### src/rtl/muldiv_pkg.sv
// muldiv_pkg: shared op/state encodings and default latencies
// for the multi-cycle multiply/divide sequencer.
package muldiv_pkg;

    localparam int MULT_LAT = 33;
    localparam int DIV_LAT  = 33;
    localparam int CNT_W    = 6;

    typedef enum logic [2:0] {
        OP_MULT  = 3'd0,
        OP_MULTU = 3'd1,
        OP_DIV   = 3'd2,
        OP_DIVU  = 3'd3,
        OP_MTHI  = 3'd4,
        OP_MTLO  = 3'd5,
        OP_RSV6  = 3'd6,
        OP_RSV7  = 3'd7
    } op_e;

    typedef enum logic [1:0] {
        S_IDLE   = 2'd0,
        S_LAUNCH = 2'd1,
        S_RUN    = 2'd2
    } state_e;

    function automatic logic op_is_div(input op_e o);
        return (o == OP_DIV) || (o == OP_DIVU);
    endfunction

    function automatic logic op_is_signed(input op_e o);
        return (o == OP_MULT) || (o == OP_DIV);
    endfunction

endpackage

### src/rtl/hilo_regs.sv
// hilo_regs: architectural HI/LO storage with independent write
// enables and the combinational MFHI/MFLO read mux.
module hilo_regs (
    input  logic        clk,
    input  logic        reset,
    input  logic        hi_we_i,
    input  logic        lo_we_i,
    input  logic [31:0] hi_wd_i,
    input  logic [31:0] lo_wd_i,
    input  logic        mf_sel_i,
    output logic [31:0] mf_data_o
);

    logic [31:0] hi_q;
    logic [31:0] lo_q;
    logic [31:0] hi_d;
    logic [31:0] lo_d;

    always_comb begin
        hi_d = hi_q;
        lo_d = lo_q;
        if (hi_we_i) hi_d = hi_wd_i;
        if (lo_we_i) lo_d = lo_wd_i;
    end

    always_ff @(posedge clk) begin
        if (reset) begin
            hi_q <= '0;
            lo_q <= '0;
        end else begin
            hi_q <= hi_d;
            lo_q <= lo_d;
        end
    end

    assign mf_data_o = mf_sel_i ? hi_q : lo_q;

endmodule

### src/rtl/muldiv_ctrl.sv
// muldiv_ctrl: launches the iterative mul/div units, counts their
// latency, commits HI/LO and stalls MFHI/MFLO while busy.
module muldiv_ctrl #(
    parameter int MULT_LAT = muldiv_pkg::MULT_LAT,
    parameter int DIV_LAT  = muldiv_pkg::DIV_LAT,
    parameter int CNT_W    = muldiv_pkg::CNT_W
) (
    input  logic        clk,
    input  logic        reset,
    input  logic        op_valid,
    input  logic [2:0]  op,
    output logic        op_ready,
    input  logic [31:0] rs_val,
    input  logic [31:0] rt_val,
    input  logic        abort,
    output logic        mult_init,
    output logic        div_init,
    output logic [31:0] unit_a,
    output logic [31:0] unit_b,
    output logic        unit_signed,
    input  logic [31:0] mult_hi,
    input  logic [31:0] mult_lo,
    input  logic [31:0] div_hi,
    input  logic [31:0] div_lo,
    input  logic        mf_req,
    input  logic        mf_sel,
    output logic [31:0] mf_data,
    output logic        stall,
    output logic        busy,
    output logic        div_zero
);

    import muldiv_pkg::*;

    localparam logic [CNT_W-1:0] MULT_LD = CNT_W'(MULT_LAT - 1);
    localparam logic [CNT_W-1:0] DIV_LD  = CNT_W'(DIV_LAT - 1);

    state_e           state_q, state_d;
    logic [CNT_W-1:0] cnt_q, cnt_d;
    logic             is_div_q, is_div_d;
    logic [31:0]      a_q, a_d;
    logic [31:0]      b_q, b_d;
    logic             sg_q, sg_d;
    logic             dz_q, dz_d;

    logic             accept;
    logic             hi_we;
    logic             lo_we;
    logic [31:0]      hi_wd;
    logic [31:0]      lo_wd;
    op_e              op_in;

    assign op_in  = op_e'(op);
    assign accept = op_valid & (state_q == S_IDLE) & ~abort;

    always_comb begin
        state_d  = state_q;
        cnt_d    = cnt_q;
        is_div_d = is_div_q;
        a_d      = a_q;
        b_d      = b_q;
        sg_d     = sg_q;
        dz_d     = dz_q;
        hi_we    = 1'b0;
        lo_we    = 1'b0;
        hi_wd    = rs_val;
        lo_wd    = rs_val;
        unique case (state_q)
            S_IDLE: begin
                if (accept) begin
                    unique case (op_in)
                        OP_MULT, OP_MULTU, OP_DIV, OP_DIVU: begin
                            state_d  = S_LAUNCH;
                            a_d      = rs_val;
                            b_d      = rt_val;
                            sg_d     = op_is_signed(op_in);
                            is_div_d = op_is_div(op_in);
                            if (op_is_div(op_in) && rt_val == '0)
                                dz_d = 1'b1;
                        end
                        OP_MTHI: begin
                            hi_we = 1'b1;
                            dz_d  = 1'b0;
                        end
                        OP_MTLO: begin
                            lo_we = 1'b1;
                            dz_d  = 1'b0;
                        end
                        default: ;
                    endcase
                end
            end
            S_LAUNCH: begin
                cnt_d   = is_div_q ? DIV_LD : MULT_LD;
                state_d = abort ? S_IDLE : S_RUN;
            end
            S_RUN: begin
                // abort beats a same-edge commit
                if (abort) begin
                    state_d = S_IDLE;
                end else if (cnt_q == '0) begin
                    state_d = S_IDLE;
                    hi_we   = 1'b1;
                    lo_we   = 1'b1;
                    hi_wd   = is_div_q ? div_hi : mult_hi;
                    lo_wd   = is_div_q ? div_lo : mult_lo;
                end else begin
                    cnt_d = cnt_q - CNT_W'(1);
                end
            end
            default: state_d = S_IDLE;
        endcase
    end

    always_ff @(posedge clk) begin
        if (reset) begin
            state_q  <= S_IDLE;
            cnt_q    <= '0;
            is_div_q <= 1'b0;
            a_q      <= '0;
            b_q      <= '0;
            sg_q     <= 1'b0;
            dz_q     <= 1'b0;
        end else begin
            state_q  <= state_d;
            cnt_q    <= cnt_d;
            is_div_q <= is_div_d;
            a_q      <= a_d;
            b_q      <= b_d;
            sg_q     <= sg_d;
            dz_q     <= dz_d;
        end
    end

    hilo_regs u_hilo (
        .clk       (clk),
        .reset     (reset),
        .hi_we_i   (hi_we),
        .lo_we_i   (lo_we),
        .hi_wd_i   (hi_wd),
        .lo_wd_i   (lo_wd),
        .mf_sel_i  (mf_sel),
        .mf_data_o (mf_data)
    );

    logic launch_ok;
    assign launch_ok = (state_q == S_LAUNCH) & ~abort & ~reset;

    assign mult_init   = launch_ok & ~is_div_q;
    assign div_init    = launch_ok &  is_div_q;
    assign op_ready    = (state_q == S_IDLE);
    assign busy        = (state_q != S_IDLE);
    assign stall       = mf_req & busy;
    assign unit_a      = a_q;
    assign unit_b      = b_q;
    assign unit_signed = sg_q;
    assign div_zero    = dz_q;

endmodule

### config.mk
export PLATFORM = sky130hd
export DESIGN_NAME = muldiv_ctrl
export DESIGN_NICKNAME = d
export VERILOG_FILES = /design/src/rtl/muldiv_pkg.sv /design/src/rtl/hilo_regs.sv /design/src/rtl/muldiv_ctrl.sv
export SDC_FILE = /design/constraint.sdc
export NUM_CORES = 1
export LEC_CHECK = 0
export BUFFER_PORTS_ARGS = -buffer_cell sky130_fd_sc_hd__buf_2
export CAP_MARGIN = 20
export CORE_UTILIZATION = 36
export CTS_BUF_LIST = sky130_fd_sc_hd__clkbuf_2
export DETAILED_ROUTE_END_ITERATION = 7
export PLACE_DENSITY = 0.7
export SKIP_LAST_GASP = 1
export SYNTH_ARGS = -nofsm -noshare
export SYNTH_HDL_FRONTEND = slang
export SYNTH_SLANG_ARGS = --single-unit
### constraint.sdc
create_clock -name clk -period 4 [get_ports clk]
set_clock_uncertainty 0.05 [all_clocks]
set_input_delay 0.4 -clock clk [delete_from_list [all_inputs] [get_ports clk]]
set_output_delay 0.4 -clock clk [all_outputs]
set_load 0.005 [all_outputs]
**After elaboration in Yosys (flattened, before gate mapping)**

Cells that the tools add are included.

- Input bits: 201
- Output and inout bits: 103
- Flip-flop bits (word level): 139

- Multiplexer cells: 28
- Add/sub/neg operators: 1
- Bitwise operators: 10
- Eq/ne operators: 13
- Reductions and logical operators: 16

Operator list:

| cell | count |
|---|---|
| 32-bit two-way mux | 9 |
| 32-bit logical NOT | 1 |
| 6-bit two-way mux | 2 |
| 6-bit one-hot mux with 2 select lines | 1 |
| 2-bit two-way mux | 5 |
| 3-bit AND reduction | 3 |
| 1-bit AND | 7 |
| 1-bit two-way mux | 7 |
| 3-bit by 2-bit == test with 1-bit output, second input constant | 2 |
| 3-bit == test, second input constant | 2 |
| 6-bit logical NOT | 1 |
| 2-bit inequality test, second input constant | 3 |
| 1-bit one-hot mux with 2 select lines | 3 |
| 2-bit one-hot mux with 3 select lines | 1 |
| 2-bit nonzero test | 3 |
| 6-bit by 1-bit subtractor with 6-bit output, second input constant | 1 |
| 2-bit by 1-bit inequality test with 1-bit output, second input constant | 2 |
| 4-bit AND reduction | 1 |
| 4-bit OR reduction | 1 |
| 3-bit by 1-bit == test with 1-bit output, second input constant | 1 |
| 3-bit logical NOT | 1 |
| 3-bit inequality test, second input constant | 1 |
| 1-bit NOT | 3 |
| 2-bit by 1-bit == test with 1-bit output, second input constant | 1 |
| 5 further kinds | 6 |

**Depth between registers and ports, before layout**

- Word-level depth: 5
- Gate-level depth with buffers: 8
- Gate-level depth less buffers: 6

**By module**

From an unflattened synthesis, not the netlist that was laid out.

- Cell total of the unflattened synthesis: 779
- Area, all modules: 6890.4 um2

By module, submodules not included:

| module | cells an instance | sequential area each (um2) | instances | area each (um2) |
|---|---|---|---|---|
| muldiv_ctrl | 536 | 1501.4 | 1 | 4071.4 |
| hilo_regs | 243 | 1281.2 | 1 | 2819.0 |

**Worst setup path after synthesis**

No wires, ideal clock.

- Path type: input to register
- From: in abort
- To: reg u_hilo.hi_q[16]
- Data required time: 3.833 ns
- Data arrival time: 1.841 ns
- Slack: 1.992 ns
- Buffers on the path: 1
- Setup time: 0.117 ns
- Stages on the path: 5
- Cell sequence: or4b_4 -> nor3b_4 -> a211oi_4 -> buf_6 -> a32o_2

- Longest elaborated chain between the ends: 4

RTL lines:

| what | line | RTL |
|---|---|---|
| from (decl) | muldiv_ctrl.sv:15 | `input logic abort,` |
| 1-bit NOT | muldiv_ctrl.sv:54 | `assign accept = op_valid & (state_q == S_IDLE) & ~abort;` |
| 1-bit AND | muldiv_ctrl.sv:54 |  |
| 1-bit two-way mux | muldiv_ctrl.sv:70 | `if (accept) begin` |
| 1-bit one-hot mux with 2 select lines | muldiv_ctrl.sv:68 | `unique case (state_q)` |
| to (signal assigned) | hilo_regs.sv:31 | `hi_q <= hi_d;` |
| to (decl) | hilo_regs.sv:14 | `logic [31:0] hi_q;` |

Several ways; a longest one is shown, not always the timed one.
A chain may end at the register's enable or synchronous reset.

**Worst setup path after layout**

- From: reg state_q[1]
- To: reg a_q[25] (netlist: unit_a[25])

- Longest elaborated chain between the ends: 4

RTL lines:

| what | line | RTL |
|---|---|---|
| from (decl) | muldiv_ctrl.sv:38 | `state_e state_q, state_d;` |
| from (signal assigned) | muldiv_ctrl.sv:125 | `state_q <= state_d;` |
| 2-bit logical NOT * | muldiv_ctrl.sv:54, muldiv_ctrl.sv:68 |  |
| 1-bit AND (2 in a row) | muldiv_ctrl.sv:54 |  |
| 3-bit AND reduction (no source line) * | - |  |
| to (signal assigned) | muldiv_ctrl.sv:120 | `a_q <= '0;` |
| to (signal assigned) | muldiv_ctrl.sv:128 | `a_q <= a_d;` |
| to (decl) | muldiv_ctrl.sv:41 | `logic [31:0] a_q, a_d;` |

Every way passes the cells marked *; elsewhere a longest branch is shown, timed or not.

==> metrics.md <==
| Metric | Value |
|---|---|
| Main synth FF type | `dfxtp_1` |
| Root Driver | `clkbuf_2` |
| Max-cap viol count | `0` |
| Post-DP HPWL | `14220 um` |
| Mapped Cells | `about 720` |
| Post-Syn Area | `6541 um^2` |
| Final setup margin | `between 1 and 1.5 ns` |
| CP max FO | `35` |
| Tot GR Track Use | `0.2469` |
| H-tree depth | `4` |
| Hold crit path type | `in -> reg` |
| DP Area | `8102 um^2` |
| First DRT Iteration DRCs | `between 300 and 400` |
| Layout Utilization | `0.5842` |
| Width of the die | `roughly 140 um` |
| Initial antenna violation count | `1` |
| Sw Share | `0.2693` |
| Startpoint Class | `flip-flop` |
| Worst hold path depth | `4` |
| End of the worst hold path | `u_hilo.lo_q[29]` |
| P_int | `approximately 2.0 mW` |
| Design area | `around 10000 um^2` |
| Io pins | `a little over 300` |
| Max_slew headroom | `0.3823` |
| Post-Route Setup TNS | `0 ns` |
| Post-synth EDFFs | `0` |
| Number of CTS-inserted buffers | `17` |
| Wire per inst | `between 15 and 20 um` |
| DRC | `0` |
| Port-buffer cells | `303` |
| Clock Pin Slew Worst Setup and Hold Paths | `~0.19 ns` |
| Clock power frac | `0.305` |
| Multi-input logic area | `3432 um^2` |
| Mapped Nets | `a little over 900` |
| Flop pwr share | `0.515` |
| Antenna cells | `0` |
| Largest net degree at the start of global routing | `71` |
| Final Instance Count excl. Fillers | `~1400` |
| Crit Path Class | `reg -> reg` |
| Area Overhead vs Synth | `56.62%` |
| Aggregate routed wire length | `approximately 24000 um` |
| Seq. cell area | `~2800 um^2` |
| Comb pwr share | `0.180` |
| DRT antenna net count | `0` |
| Distinct cells, synth | `40` |
| Core box area | `between 15000 and 20000 um^2` |
| Slew Viols, Final | `0` |
| Psw | `between 0.7 and 0.8 mW` |
| Slack of the worst reg-to-reg path | `about 1.2 ns` |
| Fraction of registers with async set/reset | `0` |
| Worst Setup End Kind | `flip-flop` |
| Syn avg cell area | `9.073 um^2` |
| Sequential fraction of the synthesis area | `0.4254` |
| Tot Pwr | `between 2 and 3 mW` |
| CTS max path bufs | `2` |
| Leak | `about 4.4 nW` |
| Starting Density | `0.3730` |
| GRT overflow | `0` |
| Syn. warnings | `0` |
| Worst EP required | `around 4.6 ns` |
| Endpoints failing setup | `0` |
| DP Worst Slack | `between 1 and 1.5 ns` |
| First-pass GRT wire length | `around 36000 um` |
| Outcome | `finished, final reports clean` |
| Critical R2R Launch | `state_q[1]` |
| Ratio of cells with drive above 1 in the final layout | `0.3266` |
| R2r worst-path depth | `6` |
| Vias in the first global route | `~7300` |
| TritonRoute pass-1 iters | `7` |
| Die ar. | `~19000 um^2` |
| Layout Nets | `~1400` |
| Hold path start | `mult_lo[29]` |
| RSZ-0062 raised after global routing | `false` |
| Fin crit period | `about 2.8 ns` |
| Die height | `around 140 um` |
| CTS tree | `yes` |
| Max Clk Rate | `between 300 and 400 MHz` |
| Crit share post-route | `0.7070` |
| Fill count | `1487` |
| Measured slew at the worst slew-check pin | `0.9251 ns` |
| VDD IR max | `slightly above 0.2 mV` |
| Reg2Reg Capture Point | `unit_a[25]` |
| Clock latency on the worst-skew pair | `between 0.6 and 0.7 ns` |
| Post-CTS sizing | `0` |
| DR vias | `approximately 7400` |
| Arr. time, crit path | `3.42 ns` |
| Placed insts | `1200` |
| WHS | `between 0.08 and 0.09 ns` |
| Placer Congestion | `between 0.7 and 0.8` |
| # clock sinks | `139` |
| PwrDens | `roughly 270 nW/um^2` |
| Hold Fails Final Rpt | `0` |
| FF+latch count, synth | `139` |
| Detailed-route vias per instance | `~5.2` |
| Row count | `between 40 and 50` |
repair_timing:
item                                    4_1_cts  5_1_grt
endpoints found under the hold margin       133        0
buffers inserted                              0        0
hold buffers                                190        0
endpoints found under the setup margin        0        0
power by group through the flow:
stage	combinational, mW	sequential, mW	clock [mW]
4_1_cts	0.490	1.44	0.890
5_1_grt	0.540	1.45	0.946
3_3_place_gp	0.332	1.47	0
2_1_floorplan	0.166	1.46	0
6_report	0.503	1.44	0.856
3_5_place_dp	0.335	1.47	0
metal layers:
layer	track usage	routed length, um	vias to the layer above
met3	0.05963	1709	70
met2	0.4535	11970	339
met4	0.1020	776	2
met1	0.2698	9158	3467
li1	-	-	3480
met5	0	12	-
area by class of cell:
cell class              count  share of cell area
repair buffers            502              0.3405
multi-input cells         520              0.3350
flip-flops and latches    139              0.2720
well taps                 225             0.02748
clock inverters            15             0.01527
clock buffers              17            0.008305
inverters                   4            0.001466
how the worst max path moves through the flow:
stage,startpoint,endpoint,slack (ns),cells past startpoint
finish,state_q[1],unit_a[25],1.17,6
detailed placement,abort,u_hilo.hi_q[12],1.29,6
floorplan,abort,u_hilo.hi_q[16],1.99,5
global placement,abort,u_hilo.hi_q[10],1.32,6
CTS,state_q[1],unit_a[25],1.16,6
global route,state_q[1],unit_a[25],1.03,6
flip-flops by register name, indices dropped and copies added (netlist names):
name,flops
state_q,2
u_hilo.hi_q,32
is_div_q,1
unit_signed,1
div_zero,1
unit_b,32
unit_a,32
u_hilo.lo_q,32
cnt_q,6
cell usage in the layout (no fill, tap or decap), types with 2 or more instances in the layout:
| master | synthesis | routed |
|---|---|---|
| a32o_2 | 4 | 4 |
| clkinvlp_4 | 0 | 2 |
| mux2i_1 | 64 | 64 |
| bufinv_16 | 0 | 3 |
| xor2_1 | 2 | 2 |
| clkinv_4 | 0 | 2 |
| buf_2 | 14 | 302 |
| mux2_2 | 34 | 34 |
| nor3_1 | 3 | 3 |
| nand4_1 | 2 | 2 |
| a21oi_1 | 66 | 66 |
| inv_1 | 4 | 4 |
| clkbuf_2 | 0 | 17 |
| buf_4 | 0 | 10 |
| or2_2 | 1 | 2 |
| dlygate4sd3_1 | 0 | 190 |
| nor4b_1 | 2 | 2 |
| clkinv_2 | 0 | 3 |
| nor2_1 | 12 | 11 |
| o2bb2ai_4 | 2 | 2 |
| or3_1 | 2 | 2 |
| nand2_1 | 201 | 201 |
| nand2b_1 | 35 | 35 |
| dfxtp_1 | 139 | 138 |
| a211oi_1 | 2 | 2 |
| a211oi_4 | 2 | 2 |
| nor4_1 | 8 | 8 |
| ha_1 | 2 | 2 |
| clkinv_1 | 0 | 5 |
| a32o_1 | 60 | 60 |
cell usage after synthesis (3+ instances only):
cell type | n | area, um^2
nand2_1 | 201 | 754.5
dfxtp_1 | 139 | 2783
a21oi_1 | 66 | 330.3
mux2i_1 | 64 | 640.6
a32o_1 | 60 | 600.6
nand2b_1 | 35 | 219.0
mux2_2 | 34 | 382.9
clkbuf_1 | 26 | 97.59
buf_2 | 14 | 70.07
buf_6 | 12 | 135.1
nor2_1 | 12 | 45.04
nor4_1 | 8 | 50.05
buf_1 | 6 | 22.52
a32o_2 | 4 | 45.04
inv_1 | 4 | 15.01
nor3_1 | 3 | 15.01
critical path, cell delays in order (launching register included):
cell and delay, ns:
dfxtp_1 0.38, or4b_4 0.59, nor2_4 0.63, buf_4 0.37, nand2_1 0.09, a21oi_1 0.12, dlygate4sd3_1 0.54
kinds of logic after synthesis:
family | after synthesis | share of synthesized area
adder cells (fa/ha/maj) | 2 | 0.003825
AO/OA/AOI/OAI | 141 | 0.1718
multiplexers | 98 | 0.1565
flip-flops | 139 | 0.4254
buffers and inverters | 62 | 0.05203
XOR/XNOR | 2 | 0.002678
AND/OR/NAND/NOR | 277 | 0.1878
(Power assumes the default switching activity.)
